<file path="src/rtl/mem_access_stage_pkg.sv">
// Shared encodings for the memory-access stage: access sizes and FSM states.
package mem_access_stage_pkg;

  typedef enum logic [1:0] {
    SIZE_BYTE = 2'b00,
    SIZE_HALF = 2'b01,
    SIZE_WORD = 2'b10,
    SIZE_RSVD = 2'b11
  } size_e;

  typedef enum logic {
    ST_IDLE   = 1'b0,
    ST_ACCESS = 1'b1
  } state_e;

endpackage

</file>
<file path="src/rtl/mem_access_stage_load_formatter.sv">
// Combinational little-endian load formatter: lane select plus sign/zero extension.
module load_formatter
  import mem_access_stage_pkg::*;
#(
  parameter int unsigned NB_DATA = 32
) (
  input  logic [NB_DATA-1:0] rdata_i,
  input  logic [1:0]         addr_i,
  input  size_e              size_i,
  input  logic               unsigned_i,
  output logic [NB_DATA-1:0] data_o
);

  logic [7:0]  byte_lane;
  logic [15:0] half_lane;

  always_comb begin
    byte_lane = rdata_i[7:0];
    half_lane = addr_i[1] ? rdata_i[31:16] : rdata_i[15:0];
    case (addr_i)
      2'd0: byte_lane = rdata_i[7:0];
      2'd1: byte_lane = rdata_i[15:8];
      2'd2: byte_lane = rdata_i[23:16];
      2'd3: byte_lane = rdata_i[31:24];
      default: byte_lane = rdata_i[7:0];
    endcase

    data_o = rdata_i;
    case (size_i)
      SIZE_BYTE: data_o = {{(NB_DATA-8){byte_lane[7] & ~unsigned_i}}, byte_lane};
      SIZE_HALF: data_o = {{(NB_DATA-16){half_lane[15] & ~unsigned_i}}, half_lane};
      default:   data_o = rdata_i;
    endcase
  end

endmodule

</file>
<file path="src/rtl/mem_access_stage.sv">
// Memory-access pipeline stage: request/ack data-memory port, load/store
// formatting and a registered single-cycle writeback bundle.
module mem_access_stage
  import mem_access_stage_pkg::*;
#(
  parameter int unsigned NB_DATA = 32,
  parameter int unsigned NB_REG  = 5
) (
  input  logic               clk_i,
  input  logic               rst_n_i,
  input  logic               valid_i,
  output logic               ready_o,
  input  logic [NB_DATA-1:0] alu_result_i,
  input  logic [NB_DATA-1:0] data_rb_i,
  input  logic [NB_REG-1:0]  write_reg_i,
  input  logic               reg_write_i,
  input  logic               mem_read_i,
  input  logic               mem_write_i,
  input  logic [1:0]         size_i,
  input  logic               unsigned_i,
  output logic               dmem_req_o,
  output logic               dmem_we_o,
  output logic [NB_DATA-1:0] dmem_addr_o,
  output logic [3:0]         dmem_be_o,
  output logic [NB_DATA-1:0] dmem_wdata_o,
  input  logic               dmem_ack_i,
  input  logic [NB_DATA-1:0] dmem_rdata_i,
  output logic               wb_valid_o,
  output logic [NB_DATA-1:0] wb_data_o,
  output logic [NB_REG-1:0]  wb_reg_o,
  output logic               wb_reg_write_o,
  output logic               align_err_o
);

  state_e              state_q;
  logic [1:0]          addr_lo_q;
  size_e               size_q;
  logic                unsigned_q;
  logic                load_q;
  logic                reg_write_q;
  logic [NB_REG-1:0]   reg_q;

  size_e               size_in;
  logic                mem_op;
  logic                misaligned;
  logic [3:0]          be_d;
  logic [NB_DATA-1:0]  wdata_d;
  logic [NB_DATA-1:0]  load_data;

  assign size_in = size_e'(size_i);
  assign mem_op  = mem_read_i | mem_write_i;
  assign ready_o = (state_q == ST_IDLE);

  always_comb begin
    misaligned = 1'b0;
    be_d       = 4'b1111;
    wdata_d    = data_rb_i;
    case (size_in)
      SIZE_BYTE: begin
        be_d    = 4'b0001 << alu_result_i[1:0];
        wdata_d = {4{data_rb_i[7:0]}};
      end
      SIZE_HALF: begin
        misaligned = alu_result_i[0];
        be_d       = alu_result_i[1] ? 4'b1100 : 4'b0011;
        wdata_d    = {2{data_rb_i[15:0]}};
      end
      SIZE_WORD: misaligned = |alu_result_i[1:0];
      SIZE_RSVD: misaligned = 1'b1;
      default:   misaligned = 1'b1;
    endcase
  end

  load_formatter #(.NB_DATA(NB_DATA)) u_load_formatter (
    .rdata_i    (dmem_rdata_i),
    .addr_i     (addr_lo_q),
    .size_i     (size_q),
    .unsigned_i (unsigned_q),
    .data_o     (load_data)
  );

  always_ff @(posedge clk_i or negedge rst_n_i) begin
    if (!rst_n_i) begin
      state_q        <= ST_IDLE;
      addr_lo_q      <= '0;
      size_q         <= SIZE_BYTE;
      unsigned_q     <= 1'b0;
      load_q         <= 1'b0;
      reg_write_q    <= 1'b0;
      reg_q          <= '0;
      dmem_req_o     <= 1'b0;
      dmem_we_o      <= 1'b0;
      dmem_addr_o    <= '0;
      dmem_be_o      <= '0;
      dmem_wdata_o   <= '0;
      wb_valid_o     <= 1'b0;
      wb_data_o      <= '0;
      wb_reg_o       <= '0;
      wb_reg_write_o <= 1'b0;
      align_err_o    <= 1'b0;
    end else begin
      wb_valid_o  <= 1'b0;
      align_err_o <= 1'b0;
      case (state_q)
        ST_IDLE: begin
          if (valid_i) begin
            if (!mem_op) begin
              wb_valid_o     <= 1'b1;
              wb_data_o      <= alu_result_i;
              wb_reg_o       <= write_reg_i;
              wb_reg_write_o <= reg_write_i;
            end else if (misaligned) begin
              wb_valid_o     <= 1'b1;
              wb_data_o      <= '0;
              wb_reg_o       <= write_reg_i;
              wb_reg_write_o <= 1'b0;
              align_err_o    <= 1'b1;
            end else begin
              // A load wins when both controls are set, so it never writes memory.
              addr_lo_q    <= alu_result_i[1:0];
              size_q       <= size_in;
              unsigned_q   <= unsigned_i;
              load_q       <= mem_read_i;
              reg_write_q  <= reg_write_i;
              reg_q        <= write_reg_i;
              dmem_req_o   <= 1'b1;
              dmem_we_o    <= mem_write_i & ~mem_read_i;
              dmem_addr_o  <= {alu_result_i[NB_DATA-1:2], 2'b00};
              dmem_be_o    <= be_d;
              dmem_wdata_o <= wdata_d;
              state_q      <= ST_ACCESS;
            end
          end
        end
        ST_ACCESS: begin
          if (dmem_ack_i) begin
            dmem_req_o     <= 1'b0;
            dmem_we_o      <= 1'b0;
            wb_valid_o     <= 1'b1;
            wb_reg_o       <= reg_q;
            wb_data_o      <= load_q ? load_data : '0;
            wb_reg_write_o <= load_q & reg_write_q;
            state_q        <= ST_IDLE;
          end
        end
        default: state_q <= ST_IDLE;
      endcase
    end
  end

endmodule

</file>
<file path="config.mk">
export PLATFORM = sky130hd
export DESIGN_NAME = mem_access_stage
export DESIGN_NICKNAME = d
export VERILOG_FILES = /design/src/rtl/mem_access_stage_pkg.sv /design/src/rtl/mem_access_stage_load_formatter.sv /design/src/rtl/mem_access_stage.sv
export SDC_FILE = /design/constraint.sdc
export NUM_CORES = 1
export LEC_CHECK = 0
export BUFFER_PORTS_ARGS = -buffer_cell sky130_fd_sc_hd__buf_2
export CAP_MARGIN = 20
export CORE_UTILIZATION = 45
export CTS_CLUSTER_SIZE = 40
export DETAILED_ROUTE_END_ITERATION = 6
export PLACE_DENSITY = 0.77
export SLEW_MARGIN = 15
export SYNTH_ARGS = -nofsm -noshare
export SYNTH_HDL_FRONTEND = slang
export SYNTH_SLANG_ARGS = --single-unit
</file>
<file path="constraint.sdc">
create_clock -name clk_i -period 1.4 [get_ports clk_i]
set_input_delay 0.28 -clock clk_i [delete_from_list [all_inputs] [get_ports clk_i]]
set_output_delay 0.28 -clock clk_i [all_outputs]
set_load 0.1 [all_outputs]
</file>
==> results of run 1 <==
[registers in the layout, summed over array words and instances (netlist names)]
signal and flops:
dmem_wdata_o 32, wb_reg_o 5, align_err_o 1, size_q 2, load_q 1, addr_lo_q 2, dmem_addr_o 30, dmem_req_o 1
wb_valid_o 1, wb_reg_write_o 1, reg_write_q 1, reg_q 5, state_q 1, unsigned_q 1, wb_data_o 32, dmem_we_o 1
dmem_be_o 4
[path summary, 6_finish.rpt]
| path | end | slack [ns] |
|---|---|---|
| min in group asynchronous | dmem_addr_o[10] | 0.30 |
| max in group asynchronous | size_q[0] | 0.49 |
| worst max-delay path | wb_data_o[15] | -0.30 |
| worst min-delay path | dmem_addr_o[13] | 0.11 |
| worst min register to register | wb_reg_o[3] | 0.49 |
| worst max register to register | wb_data_o[15] | -0.30 |
[cells in the final DEF, fill, tap and decap left out, types with 16 or more instances in the layout]
cell type	n
mux2i_1	30
clkbuf_16	19
buf_6	45
o21ai_1	29
buf_4	122
inv_1	26
a21oi_1	33
nor2_1	20
mux2_4	51
nand2_2	22
buf_2	109
nand2_1	42
buf_12	18
o21ai_2	21
a2bb2oi_2	16
dfrtp_1	119
[critical path, delay by kind of cell, from the launching register on]
kind | cells | cell delay [ns]
mux | 1 | 0.21
compound gates | 3 | 0.62
flops | 1 | 0.45
buf+inv | 2 | 0.30
[report_power, final]
group | total [uW] | internal, uW | switching, uW
Sequential | 5170 | 4380 | 790
Clock | 4750 | 3040 | 1710
Combinational | 11900 | 3520 | 8340
Total | 21800 | 10900 | 10800
[final cells by class]
type | instances | area [um^2]
clock buffer | 18 | 439
multi-input combinational | 368 | 3310
clock inverter | 14 | 196
timing repair buffer | 314 | 2750
sequential | 121 | 3030
inverter | 28 | 109
tap | 172 | 215
fill | 681 | 2720
[kinds of logic after synthesis]
| group | after synthesis | synth area share |
|---|---|---|
| compound gates | 161 | 0.186 |
| flops | 121 | 0.509 |
| simple gates | 115 | 0.0830 |
| mux | 88 | 0.160 |
| buf+inv | 71 | 0.0607 |
| xor+xnor | 1 | 0.00147 |
| other cells | 1 | 0.000630 |
[synthesized netlist by cell type (7+ instances only)]
cell type  instances
buf_2             15
inv_1             27
dfrtp_1          121
a221oi_1           9
o21ai_0           26
a2bb2oi_1         14
nand2_1           73
clkbuf_1          11
o21ai_1           32
nor2_1            22
o22ai_1           10
a21oi_1           36
buf_4             10
mux2i_1           32
mux2_1            50
a211o_1            7
[timing repair]
action,in CTS,in global routing
hold buffers,1,0
buffers inserted,16,11
hold endpoints to repair,19,0
cloned,11,2
endpoints found under the setup margin,215,133
gates resized for setup,199,109
pin swaps,44,26
[layer usage]
metal / global-route usage / up-vias
met5: 0 / -
met4: 0.184 / 2
met3: 0.0819 / 108
met2: 0.518 / 428
met1: 0.352 / 2981
li1: - / 2578
[stage by stage]
step / total power [uW] / hold WS (ns) / utilization
after floorplan: 12900 / -0.0156 / -
after global placement: 14800 / 0.208 / 0.619
after detailed placement: 15000 / 0.208 / 0.619
after CTS: 20800 / 0.0987 / 0.748
after global routing: 22400 / 0.0992 / 0.787
final: 21800 / 0.111 / 0.787
==> results_dict.tcl, run 1 <==
set metrics [dict create \
    outcome "finished, violations left" \
    failed_checks "DRC, setup timing" \
    clkSinkCount 121 \
    crit_arrival_ns 2.00 \
    maxCapViolCount 0 \
    pin_count 222 \
    met2_length_mm 12.0 \
    netlist_instances 558 \
    rsz0062_at_grt "yes" \
    crit_required_ns 1.70 \
    core-area_um2 12800 \
    cts_root_buf "clkbuf_16" \
    htree_num_levels 4 \
    grt_max_degree 42 \
    reg2reg_depth 6 \
    slew_viol_final 0 \
    drive_gt1_frac 0.596 \
    drtIter0Drc 509 \
    hp-start "alu_result_i[13]" \
    initial_utilization 0.466 \
    p_leak_uw 0.00497 \
    crit_fanout 4 \
    synth-main-ff-cell "dfrtp_1" \
    core.rowCount 41 \
    final_area_um2 10100 \
    synth-seq-area-share 0.509 \
    routed_wl_mm 23.7 \
    ant_nets 0 \
    wl_per_cell_um 22.9 \
    post-route-min-period_ns 1.70 \
    synth_cell_types 45 \
    hold_depth 2 \
    syn_to_final_growth_pct 68.9 \
    vdd_drop_max_uv 1480 \
    synth_top_area_frac 0.509 \
    finalNonFillerCells 1035 \
    r2r_start "addr_lo_q[0]" \
    top_layer "met5" \
    antenna_found_initial 1 \
    diodes 0 \
    finalCritPeriodShare 1.21 \
    yosys_warnings 0 \
    synth-edff-count 0 \
    portBuffers 219 \
    wl_met3_mm 2.09 \
    grt_remaining_overflow 0 \
    fmax_ghz 0.589 \
    first_pass_iters 7 \
    placed_cell_area_um2 7900 \
    end_kind "flop" \
    die_w_um 117 \
    fp.dieH_um 117 \
    insertion_delay_ns 0.42 \
    fin_skew_ns 0.0117 \
    fin_ws_ns -0.299 \
    crit_path_start "addr_lo_q[0]" \
    syn_area_um2 5950 \
    pwr_density_cell_nw_per_um2 2170 \
    setup_violations 117 \
    cp_common_cell "buf_4" \
    hp-class "in2reg" \
    path_class "reg2reg" \
    clockBufferDepth 2 \
    place_inst 966 \
    hold_viol_final 0 \
    synth_top_area_cell "dfrtp_1" \
    cts.clk_slew.worst_paths_ns 0.06 \
    dieArea_um2 13700 \
    ys_async_sr_fraction 1.00 \
    critPathLaunchType "flop" \
    cp_slowest_cell "dfrtp_2" \
    cts_buffers 17 \
    gp_congestion 0.833 \
    via_count 6097 \
    tns_ns -19.67 \
    drc 2 \
    drt-met1-wl_mm 8.37 \
    place_ws_ns -0.322 \
    synth_area_leaders "dfrtp_1 51%, mux2_1 9.5%, mux2i_1 5.4%" \
    grt_first_pass_wirelength_mm 31.3 \
    cts_tree "yes" \
    crit_chain "mux2i_4 -> o22ai_4 -> buf_4 -> buf_4 -> a21oi_2 -> o211ai_1" \
    vias_per_cell 5.89 \
    ys_seq_elements 121 \
    slowest_delay_ns 0.45 \
    synth_area_per_cell_um2 10.7 \
    nets 961 \
    hpwl_mm 13.6 \
    gr-usage-all-layers 0.307 \
    grt_pass1_vias 5936 \
]
No activity file was read; power rests on OpenSTA's default activity.
==> run 2, diff against run 1 <==
CORE_MARGIN = 2   (was not set)
MAX_ROUTING_LAYER = met4   (was not set)
REMOVE_ABC_BUFFERS = 1   (was not set)
==> run 2 against run 1 <==
The flow finishes with violations (setup timing). Non-clock buffer count grew 8. Via count grew 2.3%. Sequential power is essentially flat. Register-to-register slack lost 0.08 ns. Die area grew 3.4%. First-iteration DRC count grew 15%. Final cell count grew 1.4%. Critical path depth is the same. Hold slack lost 0.0016 ns. Routed wire length grew 5.5%. Maximum frequency shrank 4.7%. Largest cell class unchanged. Largest power group unchanged.
==> results_dict.tcl, run 2 (synthesis gave the netlist of run 1 again) <==
set metrics [dict create \
    switchingPower_uw 10900 \
    pin_count 222 \
    rsz0062_at_grt "yes" \
    via_count 6240 \
    cts_tree "yes" \
    drtIter0Drc 584 \
    htree_num_levels 4 \
    setup_violations 117 \
    mostFrequentLayoutCells "132 x buf_4, 119 x dfrtp_1, 109 x buf_2" \
    dieArea_um2 14200 \
    path_class "reg2reg" \
    slew-limit-headroom 0.592 \
    mostFrequentLayoutCell "buf_4" \
    fin_ws_ns -0.382 \
    antenna_found_initial 2 \
    grt_pass1_vias 5563 \
    clkSinkCount 121 \
    ant_nets 0 \
    hp-class "in2reg" \
    wl_per_cell_um 23.8 \
    p_clk_frac 0.222 \
    vias_per_cell 5.94 \
    fin_util 0.785 \
    die_w_um 119 \
    crit_required_ns 1.75 \
    grt_remaining_overflow 0 \
    gr-usage-all-layers 0.272 \
    portBuffers 219 \
    core-area_um2 13100 \
    slew_viol_final 0 \
    fin_skew_ns 0.00948 \
    failed_checks "setup timing" \
    gp_congestion 0.911 \
    swShare 0.489 \
    drc 0 \
    fp.dieH_um 119 \
    power_uw 22300 \
    nFillCells 721 \
    first_pass_iters 5 \
    outcome "finished, violations left" \
    p_int_uw 11400 \
    vdd_drop_max_uv 1140 \
    grt_max_degree 47 \
    cts.clk_slew.worst_paths_ns 0.06 \
    finalCritPeriodShare 1.27 \
    crit_fanout 6 \
    slowest_delay_ns 0.45 \
    critPathLaunchType "flop" \
    pwr_density_cell_nw_per_um2 2170 \
    crit_chain "or2_1 -> o22ai_4 -> a21oi_4 -> buf_6 -> a221oi_1 -> a211o_1" \
    tns_ns -27.62 \
    fmax_ghz 0.561 \
    initial_utilization 0.455 \
    clockBufferDepth 2 \
    nets 969 \
    routed_wl_mm 25.0 \
    cts_root_buf "clkbuf_16" \
    grt_first_pass_wirelength_mm 29.1 \
    syn_to_final_growth_pct 72.5 \
    p_leak_uw 0.00511 \
    drive_gt1_frac 0.598 \
    top_regs "dmem_wdata_o: 32 flops, wb_data_o: 32 flops, dmem_addr_o: 30 flops" \
    tightest_slew_ns 0.611 \
    post-route-min-period_ns 1.78 \
    crit_arrival_ns 2.13 \
    insertion_delay_ns 0.42 \
    cp_top_family "compound AO/OA/AOI/OAI gates" \
    power.share.combinational 0.547 \
    crit_buf_inv 1 \
    hpwl_mm 12.7 \
    cts_buffers 17 \
    hold_viol_final 0 \
    cp_slowest_cell "dfrtp_1" \
    p_seq_frac 0.231 \
    maxCapViolCount 0 \
    end_kind "flop" \
    core.rowCount 42 \
]
run 2: layout make-up:
class,instances,area [um^2],area share
Multi-Input combinational cell,368,3280,0.320
Sequential cell,121,3030,0.295
Timing Repair Buffer,322,2950,0.287
Clock buffer,20,467,0.0454
Tap cell,176,220,0.0214
Clock inverter,12,195,0.0190
Inverter,28,118,0.0115
Antenna cell,3,7.51,0.000731
run 2: path summary, 6_finish.rpt:
check                      cells after the start      startpoint  slack [ns]                to
max in group asynchronous                      3         rst_n_i        0.57    dmem_addr_o[6]
max                                            6       size_q[0]       -0.38     wb_data_o[10]
min                                            2  write_reg_i[1]        0.11          reg_q[1]
min in group asynchronous                      2         rst_n_i        0.32  dmem_wdata_o[12]
min reg2reg                                    2   wb_data_o[21]        0.49     wb_data_o[21]
max reg2reg                                    6       size_q[0]       -0.38     wb_data_o[10]
run 2: what timing repair did:
item | 4_1_cts | 5_1_grt
endpoints found under the hold margin | 12 | 0
pin swaps | 22 | 41
buffers inserted | 11 | 12
endpoints found under the setup margin | 210 | 117
resized for setup | 154 | 195
cloned | 4 | 17
hold buffers | 1 | 0
run 2: through the flow:
stage | std cells | area, um^2 | hold WS, ns | worst slack (ns)
finish | 1050 | 10300 | 0.110 | -0.382
global route | 1049 | 10300 | 0.0999 | -0.434
CTS | 1021 | 9180 | 0.0726 | -0.209
detailed placement | 974 | 7870 | 0.170 | -0.309
global placement | 974 | 7870 | 0.171 | -0.261
floorplan | 516 | 5700 | -0.0156 | -2.46
run 2: routing by layer:
layer	GRT usage	up-vias	routed length, um	share of wire
li1	-	2608	-	-
met5	-	-	0	0
met2	0.428	448	11800	0.47
met1	0.326	3026	9330	0.37
met4	0.150	0	1680	0.067
met3	0.0584	158	2190	0.088
run 2: power groups by stage:
stage | logic [uW] | clock network (uW) | registers, uW
2_1_floorplan | 1620 | 0 | 10700
3_3_place_gp | 9800 | 0 | 4920
3_5_place_dp | 9890 | 0 | 4960
4_1_cts | 10800 | 4940 | 4980
5_1_grt | 12500 | 5110 | 5230
6_report | 12200 | 4930 | 5140
==> run 3, diff against run 2 <==
PLACE_DENSITY = 0.85   (was 0.77)
==> run 3 against run 2 <==
The run still ends with setup timing left. Die area is the same. Setup slack gained 0.059 ns. Flip-flop and latch count is the same. Total power shrank 2.1%. Sequential share of layout area grew 0.23 points. Non-clock buffer count shrank 3. Sequential power grew 2%. Combinational power is essentially flat. Register-to-register slack gained 0.06 ns. Count of clock-buffer cells in the layout grew 3. Critical path type unchanged.
==> results_dict.tcl, run 3 (synthesis gave the netlist of run 1 again) <==
set metrics [dict create \
    hold_depth 2 \
    hp-class "in2reg" \
    grt_first_pass_wirelength_mm 34.1 \
    pwr_density_cell_nw_per_um2 2130 \
    portBuffers 219 \
    gr-usage-all-layers 0.321 \
    switchingPower_uw 10900 \
    finalNonFillerCells 1045 \
    tns_ns -27.01 \
    power.share.combinational 0.558 \
    area.sequential_um2 3040 \
    r2r_start "addr_lo_q[1]" \
    place_inst 973 \
    wl_per_cell_um 24.8 \
    setup_violations 118 \
    grt_remaining_overflow 0 \
    cp.depth 7 \
    fmax_ghz 0.580 \
    failed_checks "setup timing" \
    hpwl_mm 12.7 \
    p_clk_frac 0.201 \
    dieArea_um2 14200 \
    via_count 6330 \
    drtIter0Drc 749 \
    syn_to_final_growth_pct 71.5 \
    fin_ws_ns -0.323 \
    ant_nets 0 \
    multi_input_area_um2 3310 \
    p_seq_frac 0.241 \
    cp_top_family "compound AO/OA/AOI/OAI gates" \
    pin_count 222 \
    insertion_delay_ns 0.43 \
    clockBufferDepth 2 \
    reg2reg_depth 7 \
    top_regs "dmem_wdata_o: 32 flops, wb_data_o: 32 flops, dmem_addr_o: 30 flops" \
    mostFrequentLayoutCells "119 x buf_4, 114 x dfrtp_1, 110 x buf_2" \
    cts_buffers 17 \
    clkSinkCount 121 \
    post-route-min-period_ns 1.72 \
    fin_skew_ns 0.0126 \
    initial_utilization 0.455 \
    mostFrequentLayoutCell "buf_4" \
    grt_max_degree 89 \
    hp-start "alu_result_i[8]" \
    maxCapViolCount 0 \
    slew_viol_final 0 \
    crit_path_start "addr_lo_q[1]" \
    crit_buf_inv 2 \
    first_pass_iters 5 \
    rsz0062_at_grt "yes" \
    p_leak_uw 0.00508 \
    critPathLaunchType "flop" \
    antenna_found_initial 1 \
    place_ws_ns -0.307 \
    tightest_slew_ns 0.606 \
    grt_pass1_vias 6141 \
    routed_wl_mm 25.9 \
    drive_gt1_frac 0.606 \
    crit_required_ns 1.70 \
    htree_num_levels 4 \
    vias_per_cell 6.06 \
    p_int_uw 10900 \
    crit_arrival_ns 2.02 \
    outcome "finished, violations left" \
    core-area_um2 13100 \
    cp_slowest_cell "dfrtp_2" \
    slew-limit-headroom 0.595 \
    finalCritPeriodShare 1.23 \
    cts_root_buf "clkbuf_16" \
    path_class "reg2reg" \
    core.rowCount 42 \
    fp.dieH_um 119 \
    swShare 0.500 \
    gp_congestion 0.883 \
    slowest_delay_ns 0.41 \
    vdd_drop_max_uv 1620 \
    nFillCells 697 \
    crit_chain "buf_6 -> mux2i_2 -> o21ai_2 -> o21ai_2 -> buf_12 -> a2bb2oi_1 -> o21ai_1" \
    die_w_um 119 \
    hold_viol_final 0 \
    crit_fanout 16 \
    cts.clk_slew.worst_paths_ns 0.06 \
    end_kind "flop" \
    cts_tree "yes" \
    cp_common_cell "o21ai_2" \
    drc 0 \
    nets 966 \
]
-- run 3: changes by cell type in the layout (fill, tap and decap cells not counted), moves of 10 or more --
cell	before	now
a2bb2oi_1	0	11
a2bb2oi_2	16	5
buf_4	132	119
nand2_2	25	15
nand2_4	8	19
o21ai_1	38	27
-- run 3: worst paths after layout --
path                              endpoint  slack (ns)
setup / recovery             wb_data_o[19]       -0.32
hold / removal              dmem_addr_o[8]        0.11
setup reg to reg             wb_data_o[19]       -0.32
hold reg to reg              wb_data_o[27]        0.49
max in group asynchronous        size_q[0]        0.54
min in group asynchronous  dmem_wdata_o[8]        0.45
-- run 3: routing by layer --
layer | GRT usage | routed length, um | vias to the layer above
li1 | - | - | 2589
met3 | 0.0814 | 2290 | 158
met2 | 0.509 | 12400 | 485
met4 | 0.173 | 1700 | 0
met5 | - | 0 | -
met1 | 0.378 | 9480 | 3098
-- run 3: worst reg2reg max path: stages (launching register included) --
cell and delay (ns):
dfrtp_2 0.41, buf_6 0.15, mux2i_2 0.29, o21ai_2 0.10, o21ai_2 0.21, buf_12 0.17, a2bb2oi_1 0.19, o21ai_1 0.08
-- run 3: repair_timing --
item / CTS / global route
hold endpoints to repair: 121 / 0
setup buffers: 18 / 13
endpoints found under the setup margin: 206 / 132
resized for setup: 249 / 142
hold buffers: 1 / 0
pin swaps: 52 / 27
cloned: 10 / 8
-- run 3: area by class of cell --
class / count / area share
clock buffer: 23 / 0.0478
timing repair buffer: 319 / 0.289
tap: 176 / 0.0216
inverter: 28 / 0.0105
multi-input combinational: 368 / 0.325
antenna: 1 / 0.000245
clock inverter: 9 / 0.00931
sequential: 121 / 0.297
-- run 3: power by group through the flow --
| stage | Sequential, uW | Combinational [uW] | Clock, uW |
|---|---|---|---|
| final | 5240 | 12200 | 4390 |
| after global routing | 5320 | 12400 | 4570 |
| after CTS | 5020 | 11200 | 4310 |
| after detailed placement | 4960 | 9850 | 0 |
| after global placement | 4910 | 9720 | 0 |
| after floorplan | 10700 | 1620 | 0 |
-- run 3: stage by stage --
stage | total power [uW] | util | cell area [um^2] | hold slack (ns)
finish | 21800 | 0.780 | 10200 | 0.111
global route | 22300 | 0.780 | 10200 | 0.109
CTS | 20500 | 0.730 | 9550 | 0.0837
detailed placement | 14800 | 0.597 | 7810 | 0.370
global placement | 14600 | 0.597 | 7810 | 0.362
floorplan | 12300 | - | 5700 | -0.0156
